===== src/rtl/ysyx_25030081_seq_pkg.sv =====
// ysyx_25030081_seq_pkg: shared FSM state encoding and watchdog constants
package ysyx_25030081_seq_pkg;
    typedef enum logic [2:0] {
        IDLE       = 3'd0,
        FETCH_REQ  = 3'd1,
        FETCH_WAIT = 3'd2,
        EXEC       = 3'd3,
        MEM_REQ    = 3'd4,
        MEM_WAIT   = 3'd5,
        WB         = 3'd6,
        STOP       = 3'd7
    } state_t;
    localparam int WDT_W = 8;
    localparam int WDT_LIMIT_DEF = 255;
endpackage


===== src/rtl/ysyx_25030081_seq_if.sv =====
// ysyx_25030081_seq_if: instruction-fetch and load/store handshake bundle
interface ysyx_25030081_seq_if;
    logic ifu_req_valid, ifu_req_ready, ifu_rsp_valid, ifu_rsp_err;
    logic lsu_req_valid, lsu_req_we, lsu_req_ready, lsu_rsp_valid, lsu_rsp_err;
    modport master (
        output ifu_req_valid, lsu_req_valid, lsu_req_we,
        input  ifu_req_ready, ifu_rsp_valid, ifu_rsp_err,
        input  lsu_req_ready, lsu_rsp_valid, lsu_rsp_err
    );
    modport slave (
        input  ifu_req_valid, lsu_req_valid, lsu_req_we,
        output ifu_req_ready, ifu_rsp_valid, ifu_rsp_err,
        output lsu_req_ready, lsu_rsp_valid, lsu_rsp_err
    );
endinterface


===== src/rtl/ysyx_25030081_wdt.sv =====
// ysyx_25030081_wdt: wait-state watchdog, flags when the count reaches LIMIT
module ysyx_25030081_wdt
    import ysyx_25030081_seq_pkg::*;
#(
    parameter int LIMIT = WDT_LIMIT_DEF
) (
    input  logic clk,
    input  logic rst,
    input  logic clear,
    input  logic tick,
    output logic expired
);
    logic [WDT_W-1:0] cnt;
    always_ff @(posedge clk or posedge rst)
        if (rst)        cnt <= '0;
        else if (clear) cnt <= '0;
        else if (tick)  cnt <= cnt + WDT_W'(1);
    assign expired = cnt == WDT_W'(LIMIT);
endmodule


===== src/rtl/ysyx_25030081_seq.sv =====
// ysyx_25030081_seq: multi-cycle core sequencer (fetch/exec/mem/writeback)
// with wait-state watchdog and sticky halt/fault status.
module ysyx_25030081_seq
    import ysyx_25030081_seq_pkg::*;
#(
    parameter int WDT_LIMIT = WDT_LIMIT_DEF
) (
    input  logic                        clk,
    input  logic                        rst,
    ysyx_25030081_seq_if.master         bus,
    input  logic                        reg_wr_in,
    input  logic                        mem_wr_in,
    input  logic                        mem_to_reg_in,
    input  logic                        halt_in,
    output logic                        inst_en,
    output logic                        rf_wen,
    output logic                        pc_en,
    output logic                        halted,
    output logic                        fault,
    output logic [2:0]                  state,
    output logic [31:0]                 inst_cnt
);
    state_t st, nxt;
    logic ifu_rv, lsu_rv, lsu_we, hs, wait_st, set_fault, set_halt, expired;
    always_ff @(posedge clk or posedge rst)
        if (rst) begin
            st       <= IDLE;
            halted   <= 1'b0;
            fault    <= 1'b0;
            inst_cnt <= '0;
        end else begin
            st       <= nxt;
            halted   <= halted | set_halt;
            fault    <= fault | set_fault;
            inst_cnt <= inst_cnt + 32'(pc_en);
        end
    always_comb begin
        nxt       = st;
        ifu_rv    = 1'b0;
        lsu_rv    = 1'b0;
        lsu_we    = 1'b0;
        inst_en   = 1'b0;
        rf_wen    = 1'b0;
        pc_en     = 1'b0;
        hs        = 1'b0;
        wait_st   = 1'b0;
        set_fault = 1'b0;
        set_halt  = 1'b0;
        case (st)
            IDLE: nxt = FETCH_REQ;
            FETCH_REQ: begin
                ifu_rv  = 1'b1;
                wait_st = 1'b1;
                hs      = bus.ifu_req_ready;
                nxt     = hs ? FETCH_WAIT : st;
            end
            FETCH_WAIT: begin
                wait_st   = 1'b1;
                hs        = bus.ifu_rsp_valid;
                inst_en   = hs & ~bus.ifu_rsp_err;
                set_fault = hs & bus.ifu_rsp_err;
                nxt       = hs ? (bus.ifu_rsp_err ? STOP : EXEC) : st;
            end
            EXEC: begin
                set_halt = halt_in;
                rf_wen   = ~halt_in & ~(mem_wr_in | mem_to_reg_in) & reg_wr_in;
                pc_en    = ~halt_in & ~(mem_wr_in | mem_to_reg_in);
                nxt      = halt_in ? STOP : (mem_wr_in | mem_to_reg_in) ? MEM_REQ : FETCH_REQ;
            end
            MEM_REQ: begin
                lsu_rv  = 1'b1;
                lsu_we  = mem_wr_in;
                wait_st = 1'b1;
                hs      = bus.lsu_req_ready;
                nxt     = hs ? MEM_WAIT : st;
            end
            MEM_WAIT: begin
                wait_st   = 1'b1;
                hs        = bus.lsu_rsp_valid;
                set_fault = hs & bus.lsu_rsp_err;
                nxt       = hs ? (bus.lsu_rsp_err ? STOP : WB) : st;
            end
            WB: begin
                rf_wen = reg_wr_in;
                pc_en  = 1'b1;
                nxt    = FETCH_REQ;
            end
            STOP: nxt = STOP;
        endcase
        // a handshake in the expiry cycle still wins
        if (wait_st & ~hs & expired) begin
            nxt       = STOP;
            set_fault = 1'b1;
        end
    end
    assign bus.ifu_req_valid = ifu_rv;
    assign bus.lsu_req_valid = lsu_rv;
    assign bus.lsu_req_we    = lsu_we;
    assign state             = st;
    ysyx_25030081_wdt #(.LIMIT(WDT_LIMIT)) u_wdt (
        .clk     (clk),
        .rst     (rst),
        .clear   (nxt != st),
        .tick    (wait_st & ~hs),
        .expired (expired)
    );
endmodule


===== src/flat_wrapper.sv =====
// flat-port wrapper written by rule: the top's interface ports become plain ports
module ysyx_25030081_seq_flat import ysyx_25030081_seq_pkg::*;
#(
    parameter int WDT_LIMIT = WDT_LIMIT_DEF
)
  (clk, rst, reg_wr_in, mem_wr_in, mem_to_reg_in, halt_in, inst_en, rf_wen, pc_en, halted, fault, state, inst_cnt, bus_ifu_req_valid, bus_lsu_req_valid, bus_lsu_req_we, bus_ifu_req_ready, bus_ifu_rsp_valid, bus_ifu_rsp_err, bus_lsu_req_ready, bus_lsu_rsp_valid, bus_lsu_rsp_err);
  ysyx_25030081_seq_if bus_i ();
  input  logic clk;
  input  logic rst;
  input  logic reg_wr_in;
  input  logic mem_wr_in;
  input  logic mem_to_reg_in;
  input  logic halt_in;
  output logic inst_en;
  output logic rf_wen;
  output logic pc_en;
  output logic halted;
  output logic fault;
  output logic [2:0] state;
  output logic [31:0] inst_cnt;
  output wire logic [$bits(bus_i.ifu_req_valid)-1:0] bus_ifu_req_valid;
  output wire logic [$bits(bus_i.lsu_req_valid)-1:0] bus_lsu_req_valid;
  output wire logic [$bits(bus_i.lsu_req_we)-1:0] bus_lsu_req_we;
  input wire logic [$bits(bus_i.ifu_req_ready)-1:0] bus_ifu_req_ready;
  input wire logic [$bits(bus_i.ifu_rsp_valid)-1:0] bus_ifu_rsp_valid;
  input wire logic [$bits(bus_i.ifu_rsp_err)-1:0] bus_ifu_rsp_err;
  input wire logic [$bits(bus_i.lsu_req_ready)-1:0] bus_lsu_req_ready;
  input wire logic [$bits(bus_i.lsu_rsp_valid)-1:0] bus_lsu_rsp_valid;
  input wire logic [$bits(bus_i.lsu_rsp_err)-1:0] bus_lsu_rsp_err;
  assign bus_ifu_req_valid = bus_i.ifu_req_valid;
  assign bus_lsu_req_valid = bus_i.lsu_req_valid;
  assign bus_lsu_req_we = bus_i.lsu_req_we;
  assign bus_i.ifu_req_ready = bus_ifu_req_ready;
  assign bus_i.ifu_rsp_valid = bus_ifu_rsp_valid;
  assign bus_i.ifu_rsp_err = bus_ifu_rsp_err;
  assign bus_i.lsu_req_ready = bus_lsu_req_ready;
  assign bus_i.lsu_rsp_valid = bus_lsu_rsp_valid;
  assign bus_i.lsu_rsp_err = bus_lsu_rsp_err;
  ysyx_25030081_seq #(.WDT_LIMIT(WDT_LIMIT)) u_core (.clk(clk), .rst(rst), .bus(bus_i), .reg_wr_in(reg_wr_in), .mem_wr_in(mem_wr_in), .mem_to_reg_in(mem_to_reg_in), .halt_in(halt_in), .inst_en(inst_en), .rf_wen(rf_wen), .pc_en(pc_en), .halted(halted), .fault(fault), .state(state), .inst_cnt(inst_cnt));
endmodule

===== config.mk =====
export PLATFORM = sky130hd
export DESIGN_NAME = ysyx_25030081_seq_flat
export DESIGN_NICKNAME = d
export VERILOG_FILES = /design/src/rtl/ysyx_25030081_seq_pkg.sv /design/src/rtl/ysyx_25030081_seq_if.sv /design/src/rtl/ysyx_25030081_wdt.sv /design/src/rtl/ysyx_25030081_seq.sv /design/src/flat_wrapper.sv
export SDC_FILE = /design/constraint.sdc
export NUM_CORES = 1
export LEC_CHECK = 0
export ABC_AREA = 1
export BUFFER_PORTS_ARGS = -buffer_cell sky130_fd_sc_hd__buf_4
export CORE_ASPECT_RATIO = 0.6
export CORE_UTILIZATION = 48
export CTS_CLUSTER_SIZE = 24
export DETAILED_ROUTE_END_ITERATION = 7
export GPL_ROUTABILITY_DRIVEN = 0
export PLACE_DENSITY = 0.72
export RECOVER_POWER = 50
export SETUP_SLACK_MARGIN = 0.4
export SLEW_MARGIN = 20
export SYNTH_ARGS = -nofsm -noshare
export SYNTH_HDL_FRONTEND = slang
export SYNTH_HIERARCHICAL = 1
export SYNTH_SLANG_ARGS = --single-unit

===== constraint.sdc =====
create_clock -name clk -period 2.7 [get_ports clk]
set_clock_uncertainty 0.15 [all_clocks]
set_input_delay 0.135 -clock clk [delete_from_list [all_inputs] [get_ports clk]]
set_output_delay 0.135 -clock clk [all_outputs]
set_load 0.005 [all_outputs]

# After elaboration in Yosys (flattened, before gate mapping)
# Index checks and enable logic that the tools add are counted.
word_totals:
  output_inout_bits: 43
  wordCells: 57
  regBits: 45
  in_bits: 12
classes:
  add_sub_neg: 2
  reduce_logical: 4
  bitwise_logic: 14
  n_mux: 23
  n_eq_ne: 9
ops:
  columns: ["operator", "count"]
  rows:
  - ["$add 32x1->32", 1]
  - ["$mux 3", 8]
  - ["$pmux 3 s7", 1]
  - ["$mux 8", 2]
  - ["$eq 3x3->1 const B", 4]
  - ["$add 8x1->8 const B", 1]
  - ["$eq 8x8->1 const B", 1]
  - ["$mux 1", 8]
  - ["$and 1x1->1", 7]
  - ["$eq 3x2->1 const B", 2]
  - ["$pmux 1 s2", 3]
  - ["$not 1->1", 4]
  - ["$pmux 1 s4", 1]
  - ["$reduce_or 4->1", 1]
  - ["$eq 3x1->1 const B", 1]
  - ["$logic_not 3->1", 1]
  - ["$ne 3x3->1", 1]
  - ["$or 1x1->1", 3]
  - ["$reduce_bool 2->1", 1]
  - ["$reduce_or 2->1", 1]

# Logic depth before layout (Yosys ltp)
depth:
  depth_word: 8
  depth_mapped: 17
  mapped_depth_nobuf: 16

# By module
# The synthesis kept the hierarchy.
by_module_without_submodules:
  columns: ["module", "seq_area_each_um2", "cells_per_inst", "instances", "area_each_um2"]
  rows:
  - ["ysyx_25030081_seq", 925.9, 238, 1, 2079.5]
  - ["ysyx_25030081_wdt", 200.2, 52, 1, 430.4]

# Worst setup path before layout
# No wires, ideal clock.
synth_timing:
  kind: "reg-to-reg"
  from: "register u_core.st[2], in the netlist u_core/state[2]"
  to: "register u_core.inst_cnt[28]"
  setup_slack_ps: 262
  n_path_buf: 1
  required_ps: 2426
  stages_incl_launch_ff: 15
  setup_time_ps: 124
  t_arrival_ps: 2164
  period_less_slack_ps: 2438
  cell_sequence: "dfrtp_1 buf_2 inv_1 nand3_1 inv_1 nand2_1 nand2_1 ha_1 ha_1 nand3_2 nor2_4 nand4_2 nor2_1 nand4_1 xor2_1"
synth_via:
  elab_chain_cells: 3
  elab_cells_between_ends: 4
  classes_between: "add/sub (1); eq/ne (2); mux (1)"
synth_lines:
  columns: ["item", "line", "text"]
  rows:
  - ["start: declaration", "ysyx_25030081_seq.sv:23", "state_t st, nxt;"]
  - ["start signal: assignment", "ysyx_25030081_seq.sv:32", "st <= nxt;"]
  - ["$eq 3x3->1 or $eq 3x2->1 (tied branches)", "ysyx_25030081_seq.sv:49", "case (st)"]
  - ["$pmux 1 s2 *", "ysyx_25030081_seq.sv:49", null]
  - ["via pc_en", "flat_wrapper.sv:16", "output logic pc_en;"]
  - ["$add 32x1->32 *", "ysyx_25030081_seq.sv:35", "inst_cnt <= inst_cnt + 32'(pc_en);"]
  - ["end signal: assignment", "ysyx_25030081_seq.sv:35", null]
  - ["end: declaration", "ysyx_25030081_seq.sv:21", "output logic [31:0] inst_cnt"]
# Mark *: on every way through the listed nets, which the timed path passes. The rest lies on a longest branch.
# A chain may end at the register's enable or synchronous reset.

# Worst setup path after layout
layout_timing:
  from: "register u_core.st[0], in the netlist u_core/state[0]"
  to: "register u_core.u_wdt.cnt[6]"
layout_via:
  elab_chain_cells: 8
  elab_cells_between_ends: 24
  classes_between: "eq/ne (8); mux (9); bitwise (3); reduce/logical (4)"
layout_lines:
  columns: ["item", "line", "text"]
  rows:
  - ["$eq 3x1->1 (tied with other cells)", "ysyx_25030081_seq.sv:49", null]
  - ["$reduce_or 4->1 (no line) or $pmux 1 s4 (tied branches)", null, null]
  - ["$mux 1 or $not 1->1 (tied branches)", "ysyx_25030081_seq.sv:49, ysyx_25030081_seq.sv:91", null]
  - ["$and 1x1->1 (2 in series)", "ysyx_25030081_seq.sv:91", "if (wait_st & ~hs & expired) begin"]
  - ["$mux 3 *", "ysyx_25030081_seq.sv:91", null]
  - ["via u_core.nxt[0]", "ysyx_25030081_seq.sv:23", null]
  - ["$ne 3x3->1 *", "ysyx_25030081_seq.sv:103", ".clear (nxt != st),"]
  - ["$mux 8 or $reduce_bool 2->1 (tied branches)", null, null]
  - ["end signal: assignment", "ysyx_25030081_wdt.sv:17", "else if (tick) cnt <= cnt + WDT_W'(1);"]
  - ["end: declaration", "ysyx_25030081_wdt.sv:13", "logic [WDT_W-1:0] cnt;"]
# Marked as above.

==> impl_metrics.py <==
metrics = {
    "yosys": {
        "synth-seq-cells": 45,
        "synth_fp_nets": 305,
        "yosysTopAreaCell": "dfrtp_1",
        "ys_types": 30,
        "ys_warn_count": 6,
        "avgSynthCellArea_um2": 8.65,
        "seq_area_frac_synth_pct": 44.9,
        "synth_area_um2": 2510,
        "synth.top_cell.area_share_pct": 44.9,
        "synth_area_leaders": "dfrtp_1 45%, nand2_1 8.8%, xor2_1 6.3%, inv_1 4.8%, nor2_1 4.2%",
        "synth_cells": 290,
    },
    "floorplanning": {
        "fp.dieW_um": 95.4,
        "fp.dieArea_um2": 5530,
        "ioPinCount": 55,
        "rows": 19,
        "die_y_um": 58.0,
        "core_area_um2": 4800,
        "initial_core_util_pct": 52.3,
    },
    "grt": {
        "grt_start_max_net_pins": 37,
        "globalRouteOverflowTotal": 0,
        "antenna_found_initial": 0,
        "grt_pass1_vias": 2132,
        "grt_pass1_wl_um": 10200,
        "grt_usage_pct": 24.6,
    },
    "clocking": {
        "cts_made_buffers": 5,
        "cts_buffer_depth": 2,
        "clock_latency_ps": 300,
        "cts-root-buf": "clkbuf_8",
        "htree_num_levels": 2,
        "cts.sinks": 45,
        "clk_pin_slew_worst_paths_ps": 80,
        "tritoncts": "done",
    },
    "finish": {
        "nets": 389,
        "multi_input_area_um2": 1360,
        "drive_gt1_share_pct": 36.5,
        "final_util_pct": 70.8,
        "n_antenna_cell": 0,
        "area.sequential_um2": 1130,
        "fillers": 372,
        "layout_commonest_cell": "buf_4",
        "final_cell_mix": "52 x buf_4, 51 x nand2_1, 43 x dfrtp_1",
        "syn2layout_area_growth_pct": 35.5,
    },
    "power": {
        "power_leakage_uw": 0.00173,
        "ir_worst_vdd_mv": 0.499,
        "power_density_nw_per_um2": 657,
        "power_uw": 2230,
    },
    "worst_setup_path": {
        "cp.required_ps": 2740,
        "crit_chain": "inv_2 > nand2_1 > nor2_2 > nor2_2 > nor2_1 > nand3_2 > nand2_2 > nand2_2 > nand2_2 > nand3_4 > nor2_4 > nor2_2 > a31oi_1 > nor2_1",
        "regToRegSetupSlack_ps": 340,
        "worst-path-buf-inv": 1,
        "startpoint_type": "register",
        "arrival_ps": 2400,
        "max_stage_delay_ps": 500,
        "crit_fanout": 8,
        "crit_type": "reg -> reg",
        "end_kind": "register",
        "crit_family": "simple AND/OR/NAND/NOR gates",
        "cp_slowest_cell": "dfrtp_1",
    },
    "timing": {
        "slew_viol_final": 0,
        "tightest_slew_ps": 902,
        "finalCritPeriodShare_pct": 87.6,
        "fmax_mhz": 423,
        "hold_viol": 0,
        "setup_violations": 0,
        "layout_min_cycle_time_ps": 2360,
        "grt_setup_unrepaired": "yes",
        "fin_tns_setup_ps": 0,
        "slew_headroom_pct": 39.9,
    },
    "routing": {
        "wl_um": 6420,
        "drt_iter0_drc": 100,
        "vias_per_cell": 5.16,
        "drt-pass1-iter-count": 4,
        "drc": 0,
        "vias": 2261,
        "drtAntennaViolNets": 0,
        "wl_per_cell_um": 14.7,
    },
    "place": {
        "io_buffers": 54,
        "hpwl_um": 4490,
    },
    "min_path": {
        "hold_path.class": "in -> reg",
    },
    "flow_run": {
        "cap_violations": 0,
    },
    "outcome": {
        "status": "complete, no violations",
    },
}
-- worst reg2reg max path, stage by stage (launching register included) --
cell and delay [ps]:
dfrtp_1 500, inv_2 160, nand2_1 80, nor2_2 170, nor2_2 60, nor2_1 110, nand3_2 180, nand2_2 140
nand2_2 50, nand2_2 80, nand3_4 100, nor2_4 200, nor2_2 70, a31oi_1 160, nor2_1 70
-- layer usage --
layer  share of wire, %  GRT usage (%)
met5                  0              0
met1                 51           38.2
met2                 41           33.9
met3                6.9           4.99
met4               0.76           8.23
-- area by class of cell --
type / instances / area share [%]
clock buffer: 6 / 2.13
clock inverter: 2 / 0.294
inverter: 35 / 3.94
multi-input combinational: 207 / 40.0
sequential: 45 / 33.2
tap: 63 / 2.32
timing repair buffer: 80 / 18.2
-- cell usage after synthesis (all sizes together) --
cell and n:
xor2 18, and3 2, nand3b 3, inv 35, nand4 14, a21oi 4
nor3 12, a21boi 1, nand2 63, nor4 2, dfrtp 45, nand3 24
a211oi 1, buf 3, ha 3, o21ai 3, nor2 41, a31oi 4
xnor2 12
-- cell families after synthesis --
kind of cell / after synthesis / share of synthesized area, %
adders and majority gates: 3 / 1.50
AOI/OAI and AO/OA: 13 / 2.99
DFF: 45 / 44.9
buffers and inverters: 38 / 5.93
xor gates and xnor gates: 30 / 10.5
and+or+nand+nor: 161 / 34.2
-- report_power, final --
part | switching (µW) | internal [µW]
Sequential | 104 | 742
Combinational | 531 | 445
Clock | 231 | 180
-- sequential cells by signal, indices dropped and copies added (netlist names) --
register          count
u_core/state          3
u_core/u_wdt/cnt      8
u_core/halted         1
u_core/fault          1
u_core/inst_cnt      32
-- what timing repair did --
| item | CTS | global route |
|---|---|---|
| endpoints found under the hold margin | 47 | 0 |
| gates cloned | 0 | 0 |
| gates resized for setup | 7 | 22 |
| endpoints found under the setup margin | 18 | 20 |
| pin swaps | 5 | 17 |
| hold buffers | 4 | 0 |
| setup buffers | 6 | 13 |
-- per-stage QoR --
| stage | cell area (µm²) | setup WS [ps] | std cells | hold slack (ps) |
|---|---|---|---|---|
| floorplan | 2560 | 403 | 290 | -199 |
| global placement | 3040 | 260 | 407 | -153 |
| detailed placement | 3040 | 161 | 407 | -150 |
| CTS | 3240 | 408 | 425 | 31.6 |
| global route | 3400 | 216 | 438 | 61.3 |
| finish | 3400 | 335 | 438 | 40.5 |
-- final timing paths --
check | startpoint | endpoint | depth (start not counted)
min in group asynchronous | rst | u_core/inst_cnt[0]$_DFF_PP0_ | 3
setup / recovery | u_core/state[0]$_DFF_PP0_ | u_core/u_wdt/cnt[6]$_DFFE_PP0P_ | 14
hold / removal | bus_lsu_rsp_err | u_core/fault$_DFF_PP0_ | 5
setup reg to reg | u_core/state[0]$_DFF_PP0_ | u_core/u_wdt/cnt[6]$_DFFE_PP0P_ | 14
hold reg to reg | u_core/halted$_DFF_PP0_ | u_core/halted$_DFF_PP0_ | 2
max in group asynchronous | rst | u_core/state[2]$_DFF_PP0_ | 4
(Power assumes the default switching activity.)
